$ cat config.mk
export PLATFORM = sky130hd
export DESIGN_NAME = count_capture_buf
export DESIGN_NICKNAME = d
export VERILOG_FILES = /design/src/rtl/count_capture_buf.sv
export SDC_FILE = /design/constraint.sdc
export NUM_CORES = 1
export LEC_CHECK = 0
export BUFFER_PORTS_ARGS = -buffer_cell sky130_fd_sc_hd__buf_2
export CORE_MARGIN = 3
export CORE_UTILIZATION = 40
export DETAILED_ROUTE_END_ITERATION = 6
export HOLD_SLACK_MARGIN = 0.15
export MAX_ROUTING_LAYER = met4
export PLACE_DENSITY_LB_ADDON = 0.05
export SLEW_MARGIN = 25
export SYNTH_ARGS = -nofsm -noshare
export SYNTH_HDL_FRONTEND = slang
export SYNTH_SLANG_ARGS = --single-unit
$ cat constraint.sdc
create_clock -name clk -period 3.52 [get_ports clk]
set_input_delay 0.528 -clock clk [delete_from_list [all_inputs] [get_ports clk]]
set_output_delay 0.528 -clock clk [all_outputs]
set_load 0.01 [all_outputs]
$ cat src/rtl/count_capture_buf.sv
// Trigger-armed capture buffer for an 8-bit counter stream, drained over a valid/ready port.
// Optional sequence checker (seq_err output) is enabled by defining COUNT_CAP_SEQ_CHECK_EN.
module count_capture_buf #(
    parameter int unsigned DW    = 8,
    parameter int unsigned DEPTH = 16,
    parameter int unsigned AW    = 4
) (
    input  logic          clk,
    input  logic          rst_n,
    input  logic          in_valid,
    input  logic [DW-1:0] in_data,
    input  logic          arm,
    input  logic [DW-1:0] trig_val,
    input  logic [AW:0]   cap_len,
    output logic          out_valid,
    input  logic          out_ready,
    output logic [DW-1:0] out_data,
    output logic [AW:0]   level,
    output logic          busy,
    output logic          done,
    output logic          overflow,
    output logic          wrap_pulse
`ifdef COUNT_CAP_SEQ_CHECK_EN
    ,
    output logic          seq_err
`endif
);

    localparam logic [AW:0] DepthL = (AW+1)'(DEPTH);
    localparam logic [AW:0] OneL   = (AW+1)'(1);

    typedef enum logic [1:0] {StIdle, StArmed, StCapture, StDone} state_e;

    state_e        state_q, state_d;
    logic [AW:0]   len_q, len_d;
    logic [AW:0]   cnt_q, cnt_d;
    logic [AW:0]   level_q, level_d;
    logic [AW-1:0] wr_ptr_q, rd_ptr_q;
    logic          out_valid_q;
    logic          overflow_q, overflow_d;
    logic          wrap_q;
    logic [DW-1:0] mem_q [DEPTH];

    logic eligible;
    logic push;
    logic pop;
    logic drop;

    // Arm takes priority over any sample presented in the same cycle.
    always_comb begin
        state_d  = state_q;
        len_d    = len_q;
        cnt_d    = cnt_q;
        eligible = 1'b0;
        if (arm) begin
            state_d = StArmed;
            len_d   = (cap_len == '0 || cap_len > DepthL) ? DepthL : cap_len;
            cnt_d   = '0;
        end else begin
            case (state_q)
                StArmed, StCapture: begin
                    if (in_valid && (state_q == StCapture || in_data == trig_val)) begin
                        eligible = 1'b1;
                        cnt_d    = cnt_q + OneL;
                        state_d  = (cnt_d == len_q) ? StDone : StCapture;
                    end
                end
                default: state_d = state_q;
            endcase
        end
    end

    // A full buffer still accepts a write when a pop frees the slot in the same cycle.
    always_comb begin
        pop        = out_valid_q && out_ready;
        push       = eligible && (level_q != DepthL || pop);
        drop       = eligible && !push;
        level_d    = level_q + (AW+1)'(push) - (AW+1)'(pop);
        overflow_d = overflow_q;
        if (arm) begin
            overflow_d = 1'b0;
        end else if (drop) begin
            overflow_d = 1'b1;
        end
    end

    always_ff @(posedge clk or negedge rst_n) begin
        if (!rst_n) begin
            state_q     <= StIdle;
            len_q       <= DepthL;
            cnt_q       <= '0;
            level_q     <= '0;
            wr_ptr_q    <= '0;
            rd_ptr_q    <= '0;
            out_valid_q <= 1'b0;
            overflow_q  <= 1'b0;
            wrap_q      <= 1'b0;
        end else begin
            state_q     <= state_d;
            len_q       <= len_d;
            cnt_q       <= cnt_d;
            level_q     <= level_d;
            out_valid_q <= (level_d != '0);
            overflow_q  <= overflow_d;
            wrap_q      <= push && (in_data == {DW{1'b1}});
            if (push) begin
                wr_ptr_q <= wr_ptr_q + AW'(1);
            end
            if (pop) begin
                rd_ptr_q <= rd_ptr_q + AW'(1);
            end
        end
    end

    always_ff @(posedge clk) begin
        if (push) begin
            mem_q[wr_ptr_q] <= in_data;
        end
    end

`ifdef COUNT_CAP_SEQ_CHECK_EN
    logic [DW-1:0] last_q;
    logic          have_last_q;
    logic          seq_err_q;

    // Drops do not update last_q, so the next write after a drop is flagged.
    always_ff @(posedge clk or negedge rst_n) begin
        if (!rst_n) begin
            last_q      <= '0;
            have_last_q <= 1'b0;
            seq_err_q   <= 1'b0;
        end else if (arm) begin
            have_last_q <= 1'b0;
            seq_err_q   <= 1'b0;
        end else if (push) begin
            if (have_last_q && in_data != last_q + DW'(1)) begin
                seq_err_q <= 1'b1;
            end
            last_q      <= in_data;
            have_last_q <= 1'b1;
        end
    end

    assign seq_err = seq_err_q;
`endif

    assign out_valid  = out_valid_q;
    assign out_data   = mem_q[rd_ptr_q];
    assign level      = level_q;
    assign busy       = (state_q == StArmed) || (state_q == StCapture);
    assign done       = (state_q == StDone);
    assign overflow   = overflow_q;
    assign wrap_pulse = wrap_q;

endmodule

==> run summary, run 1 <==
Vias in the first global route - 3,981
Clock network power share - 31.4%
Status - completed
Unrepaired setup endpoints after global routing - false
Row count - 46
Synth-to-layout area growth - 18.54%
Pin count of the biggest net entering global routing - 37
CP Capture Type - flip-flop
LEAKAGE - 2.878 nW
Critical Path Fanout Max - 3
Int Pwr - 0.003748 W
Dpl hpwl - 10,000 µm
Final setup fails - 0
Endpoints failing hold - 0
Drt initial violations - 275
Worst slew pin tran - 0.6686 ns
Ant diodes - 0
Sequential share of power - 40.4%
Number of synthesized flops with an enable pin - 128
Share of cells above drive strength 1 - 26.50%
Switching pwr - 0.001729 W
Power per cell area - 694.3 mW/mm²
Number of fill cells - 1,413
Global-route wire length before repair - 23,380 µm
Most frequent cell after synthesis - edfxtp_1
Setup CP Type - flip-flop to flip-flop
Netlist cell types - 44
DRT antenna net count - 0
Die Area - 0.01822 mm²
Total CTS buffers - 17
Drt pass-1 iters - 4
Top cell type's share of synthesized area - 57.76%
GRT Overall Usage - 17.89%
Peak supply drop - 0.0003782 V
Clk root buf - clkbuf_16
Syn Inst Count - 429
CP Launch Type - flip-flop
Synth area leader - edfxtp_1
Die span in y - 135.0 µm
Fin cells - 733
Ys flop type - edfxtp_1
WP data arrival - 3.44 ns
Core area - 0.01606 mm²
Final wirelength - 14,750 µm
Post-synthesis net count - 470
Final period util - 89.55%
Via count - 3,844
Initial antenna violation count - 0
Vias per inst - 5.244
H-tree depth - 4
Crit path required time - 3.81 ns
Sequential cell area - 0.004547 mm²
Syn. warnings - 0
Drc violations - 0
Fmax - 0.3172 GHz
Multi-input logic area - 0.001973 mm²
Sw Ratio - 31.57%
Fin crit period - 3.152 ns
Initial core utilization - 41.44%
Slew Viols, Final - 0
Sequential fraction of the synthesis area - 68.30%
Die extent in x - 135.0 µm
I/O pins - 44
Syn_area_per_cell - 15.51 µm²
Clk_skew - 0.009409 ns
WL/cell - 20.12 µm
Final nets - 545
Leading post-synthesis cells by cell area - edfxtp_1 58%, dfrtp_1 10%, mux4_2 5.4%
GR Overflow Total - 0
Max_cap viols - 0
Cell count after placement - 701
Comb power frac - 28.2%
Clock Sinks - 156
CTS tree - yes
Reg2reg start - state_q[0]
Async set-reset flop share out of synthesis - 17.95%
Crit path launch - state_q[0]
GPL Wtd Cong - 0.7619
Clock Latency Late Sink - 0.42 ns
Commonest cells post-synth - 128 x edfxtp_1, 27 x dfrtp_1, 24 x mux2i_1, 20 x nand2_1, 19 x o21ai_0
HP Class - input port to asynchronous set/reset pin
Slew headroom - 55.42%
Setup tns final - 0 ns
CTS max path bufs - 2
Number of port buffers - 43
Seq cells post-synth - 156
Synthesized area - 0.006655 mm²
Clock Pin Slew Worst Setup and Hold Paths - 0.06 ns
[final timing paths]
path	endpoint	slack (ns)	cells after the start
worst max-delay path	out_valid	0.37	15
worst min-delay path	cnt_q[3]	0.13	1
worst max register to register	out_valid	0.37	15
min in group clk	len_q[2]	0.35	3
max in group asynchronous	rd_ptr_q[0]	2.90	1
worst min register to register	wr_ptr_q[3]	0.50	1
[critical path: stages (launching register included)]
cell,delay (ns)
dfrtp_1,0.37
inv_1,0.05
ha_1,0.30
inv_1,0.07
nand2_1,0.10
nor3_2,0.22
nand2_1,0.15
o21ai_1,0.15
ha_1,0.19
inv_1,0.06
fa_1,0.39
nand2b_1,0.16
a21oi_1,0.15
nor2_1,0.07
xnor2_1,0.13
or4_1,0.46
[registers in the layout, summed over array words and instances (netlist names)]
name / count
wrap_pulse: 1
wr_ptr_q: 4
len_q: 5
cnt_q: 5
out_valid: 1
state_q: 2
rd_ptr_q: 4
overflow: 1
level: 5
mem_q: 128
[routing by layer]
| layer | wire length (µm) | up-vias | global-route usage, % |
|---|---|---|---|
| met5 | 0 | - | - |
| met2 | 6775 | 81 | 26.07 |
| met1 | 7133 | 1935 | 24.80 |
| li1 | - | 1807 | - |
| met3 | 584 | 21 | 4.210 |
| met4 | 252 | 0 | 6.327 |
[stage by stage]
| step | util (%) | total power [W] | hold WS, ns | setup slack, ns | instance area [µm²] |
|---|---|---|---|---|---|
| floorplan | - | 0.003269 | 0.2324 | 0.3180 | 6655 |
| global placement | 45.66 | 0.003819 | 0.4745 | 0.1362 | 7332 |
| detailed placement | 45.66 | 0.003830 | 0.4810 | 0.08318 | 7332 |
| CTS | 49.10 | 0.005548 | 0.1589 | 0.2761 | 7884 |
| global route | 49.13 | 0.005780 | 0.1856 | 0.1666 | 7889 |
| finish | 49.13 | 0.005477 | 0.1339 | 0.3677 | 7889 |
[logic make-up after synthesis]
family,synth area share [%]
AO/OA/AOI/OAI,6.449
flip-flops,68.30
multiplexers,10.72
AND/OR/NAND/NOR,6.223
XOR/XNOR,3.158
buffers and inverters,2.218
adder cells (fa/ha/maj),2.933
[area by class of cell]
class | instances | area share (%)
Clock inverter | 13 | 1.507
Timing Repair Buffer | 77 | 6.122
Multi-Input combinational cell | 235 | 25.01
Inverter | 17 | 0.8089
Sequential cell | 156 | 57.64
Tap cell | 216 | 3.426
Clock buffer | 19 | 5.488
[timing repair]
item / 4_1_cts / 5_1_grt
setup endpoints to repair: 0 / 1
resized for setup: 0 / 1
hold buffers: 0 / 0
buffers inserted: 0 / 0
[cells in the final DEF, fill, tap and decap left out, types with 4 or more instances in the layout]
| cell | n |
|---|---|
| a21oi_1 | 17 |
| a221oi_1 | 8 |
| a22oi_1 | 8 |
| buf_2 | 43 |
| buf_4 | 33 |
| clkbuf_16 | 17 |
| clkinv_4 | 4 |
| dfrtp_1 | 26 |
| edfxtp_1 | 128 |
| ha_1 | 14 |
| inv_1 | 17 |
| mux2_2 | 10 |
| mux2i_1 | 24 |
| mux4_2 | 16 |
| nand2_1 | 20 |
| nand2b_1 | 4 |
| nand3_1 | 7 |
| nor2_1 | 16 |
| nor3_1 | 6 |
| o21ai_0 | 19 |
| o22ai_1 | 4 |
| o31ai_1 | 5 |
| or4_1 | 6 |
| xnor2_1 | 14 |
| xor2_1 | 10 |
[power by group through the flow]
stage                     Combinational (W)  Clock, W  Sequential, W
after detailed placement            0.00157         0        0.00226
after global routing                0.00171   0.00184        0.00223
final                               0.00154   0.00172        0.00222
after floorplan                     0.00109         0        0.00218
after CTS                           0.00158   0.00175        0.00222
after global placement              0.00157         0        0.00225
(Power assumes the default switching activity.)
==> inputs of run 2 (changes only) <==
--- a/config.mk
+++ b/config.mk
@@ -12,6 +12,7 @@
 export HOLD_SLACK_MARGIN = 0.15
 export MAX_ROUTING_LAYER = met4
 export PLACE_DENSITY_LB_ADDON = 0.05
+export RECOVER_POWER = 50
 export SLEW_MARGIN = 25
 export SYNTH_ARGS = -nofsm -noshare
 export SYNTH_HDL_FRONTEND = slang
==> run 2 against run 1 <==
Against the previous run: the run now ends with capacitance limit, slew limit left; die area is the same; critical path depth shrank 1; via count grew 0.49%; global-route usage is the same; first-iteration DRC count shrank 5.5%; maximum frequency shrank 0.38%; final cell count is the same.
==> run summary, run 2 (synthesized netlist as in run 1, its figures left out) <==
CTS tree - yes
Comb power frac - 28.1% (about the same)
Share of cells above drive strength 1 - 22.44% (-4.1 points)
Status - complete, but fails checks
Via count - 3,863 (+0.49%)
Failing checks - capacitance limit, slew limit
Total CTS buffers - 17 (unchanged)
Highest routed layer - met4
CTS max path bufs - 2 (unchanged)
GPL Wtd Cong - 0.7619 (unchanged)
Largest reg by FF count - mem_q
Clock Latency Late Sink - 0.43 ns (about the same)
Endpoints failing hold - 0 (unchanged)
Initial core utilization - 41.44% (unchanged)
Synth-to-layout area growth - 17.73%
Die span in y - 135.0 µm (unchanged)
WP data arrival - 3.46 ns (+0.02 ns)
Peak supply drop - 0.0003725 V (-1.5%)
Int Pwr - 0.003738 W (-0.25%)
Setup WS pre-CTS - 0.08318 ns (unchanged)
Metal-1 WL - 7119 µm (-0.20%)
Clock Pin Slew Worst Setup and Hold Paths - 0.06 ns (about the same)
Power per cell area - 696.8 mW/mm² (+0.37%)
Drt initial violations - 260 (-5.5%)
I/O pins - 44 (unchanged)
Clock Sinks - 156 (unchanged)
Fin crit period - 3.164 ns (+0.01205 ns)
Drc violations - 0 (unchanged)
Final wirelength - 14,810 µm (+0.42%)
Worst slew pin tran - 1.621 ns (+0.9520 ns)
Vias per inst - 5.270 (+0.49%)
Die Area - 0.01822 mm² (unchanged)
Global-route wire length before repair - 23,380 µm (unchanged)
Cell count after placement - 701 (unchanged)
Clk root buf - clkbuf_16
Clk_skew - 0.01370 ns (+0.004293 ns)
Clock network power share - 31.4% (about the same)
Final period util - 89.90% (+0.34 points)
Max reg flops - 128 (unchanged)
Setup tns final - 0 ns (unchanged)
Critical Path Fanout Max - 3 (unchanged)
Worst hold margin - 0.3568 ns (+0.2229 ns)
H-tree depth - 4 (unchanged)
Dpl hpwl - 10,000 µm (unchanged)
LEAKAGE - 2.815 nW (-2.2%)
Most frequent cells in the layout - 128 x edfxtp_1, 32 x buf_2, 26 x dfrtp_1
Sw Ratio - 31.53% (-0.044 points)
GR Overflow Total - 0 (unchanged)
Ant diodes - 0 (unchanged)
Hold path cells - 3
Vias in the first global route - 3,981 (unchanged)
Worst R2R Path Depth - 15 (unchanged)
DRT antenna net count - 0 (unchanged)
Met3 routed WL - 632 µm (+8.2%)
Final nets - 545 (unchanged)
Fin worst setup slack - 0.3557 ns (-0.01205 ns)
Fmax - 0.3160 GHz (-0.38%)
GRT Overall Usage - 17.89% (unchanged)
CP Capture Type - flip-flop
Core area - 0.01606 mm² (unchanged)
Drt pass-1 iters - 4 (unchanged)
Initial antenna violation count - 0 (unchanged)
Setup CP Type - input port to flip-flop
Crit path required time - 3.81 ns (about the same)
HP Class - input port to flip-flop
Fin cells - 733 (unchanged)
Die extent in x - 135.0 µm (unchanged)
Final setup fails - 0 (unchanged)
Commonest non-fill, non-tap cell in the layout - edfxtp_1
Switching pwr - 0.001721 W (-0.45%)
Met2 WL post-DR - 6872 µm (+1.4%)
CP Launch Type - input port
Sequential share of power - 40.6% (+0.2 points)
WL/cell - 20.20 µm (+0.42%)
Pin count of the biggest net entering global routing - 37 (unchanged)
Number of post-CTS setup repair buffers - 0 (unchanged)
CTS hold repair buffers - 0 (unchanged)
Number of port buffers - 43 (unchanged)
Max_cap viols - 1 (+1)
Slew Viols, Final - 29 (+29)
Unrepaired setup endpoints after global routing - false
Row count - 46 (unchanged)
Slew headroom - -8.042% (-63 points)
-- run 2: through the flow --
stage               power [W]  util (%)  area (µm²)
finish               0.005460     48.79        7835
global route         0.005772     48.79        7835
floorplan            0.003269         -        6655
global placement     0.003819     45.66        7332
detailed placement   0.003830     45.66        7332
CTS                  0.005548     49.10        7884
-- run 2: final timing paths --
path	from	end	slack, ns
max in group asynchronous	rst_n	rd_ptr_q[0]	1.94
setup / recovery	in_data[5]	out_valid	0.36
min in group asynchronous	rst_n	cnt_q[3]	0.51
hold / removal	cap_len[2]	len_q[2]	0.36
hold reg to reg	wr_ptr_q[3]	wr_ptr_q[3]	0.50
setup reg to reg	state_q[0]	out_valid	0.37
-- run 2: power groups by stage --
stage	Sequential, W	Combinational [W]	Clock [W]
floorplan	0.00218	0.00109	0
global placement	0.00225	0.00157	0
detailed placement	0.00226	0.00157	0
CTS	0.00222	0.00158	0.00175
global route	0.00223	0.00170	0.00184
finish	0.00221	0.00153	0.00171
-- run 2: layer usage --
metal  GRT usage [%]  up-vias
li1                -     1806
met1           24.80     1952
met2           26.07       91
met3           4.210       14
met4           6.327        0
met5               -        -
-- run 2: layout make-up --
cell class                 count  area, µm²
clock buffer                  19      432.9
clock inverter                13      118.9
fill                        1421       8223
inverter                      17      63.81
multi-input combinational    235       1967
sequential                   156       4547
tap                          216      270.3
timing repair buffer          77      435.4
-- run 2: worst max-delay path, cell delays in order --
cell and delay [ns]:
clkbuf_1 0.26, xor2_1 0.11, nor4_1 0.38, a41o_1 0.30, nand2_1 0.13, o21ai_1 0.15
ha_1 0.19, inv_1 0.06, fa_1 0.39, nand2b_1 0.16, a21oi_1 0.15, nor2_1 0.07
xnor2_1 0.13, or4_1 0.46
-- run 2: what timing repair did --
action	4_1_cts	5_1_grt
endpoints found under the hold margin	0	0
gates resized for setup	0	1
setup endpoints to repair	0	1
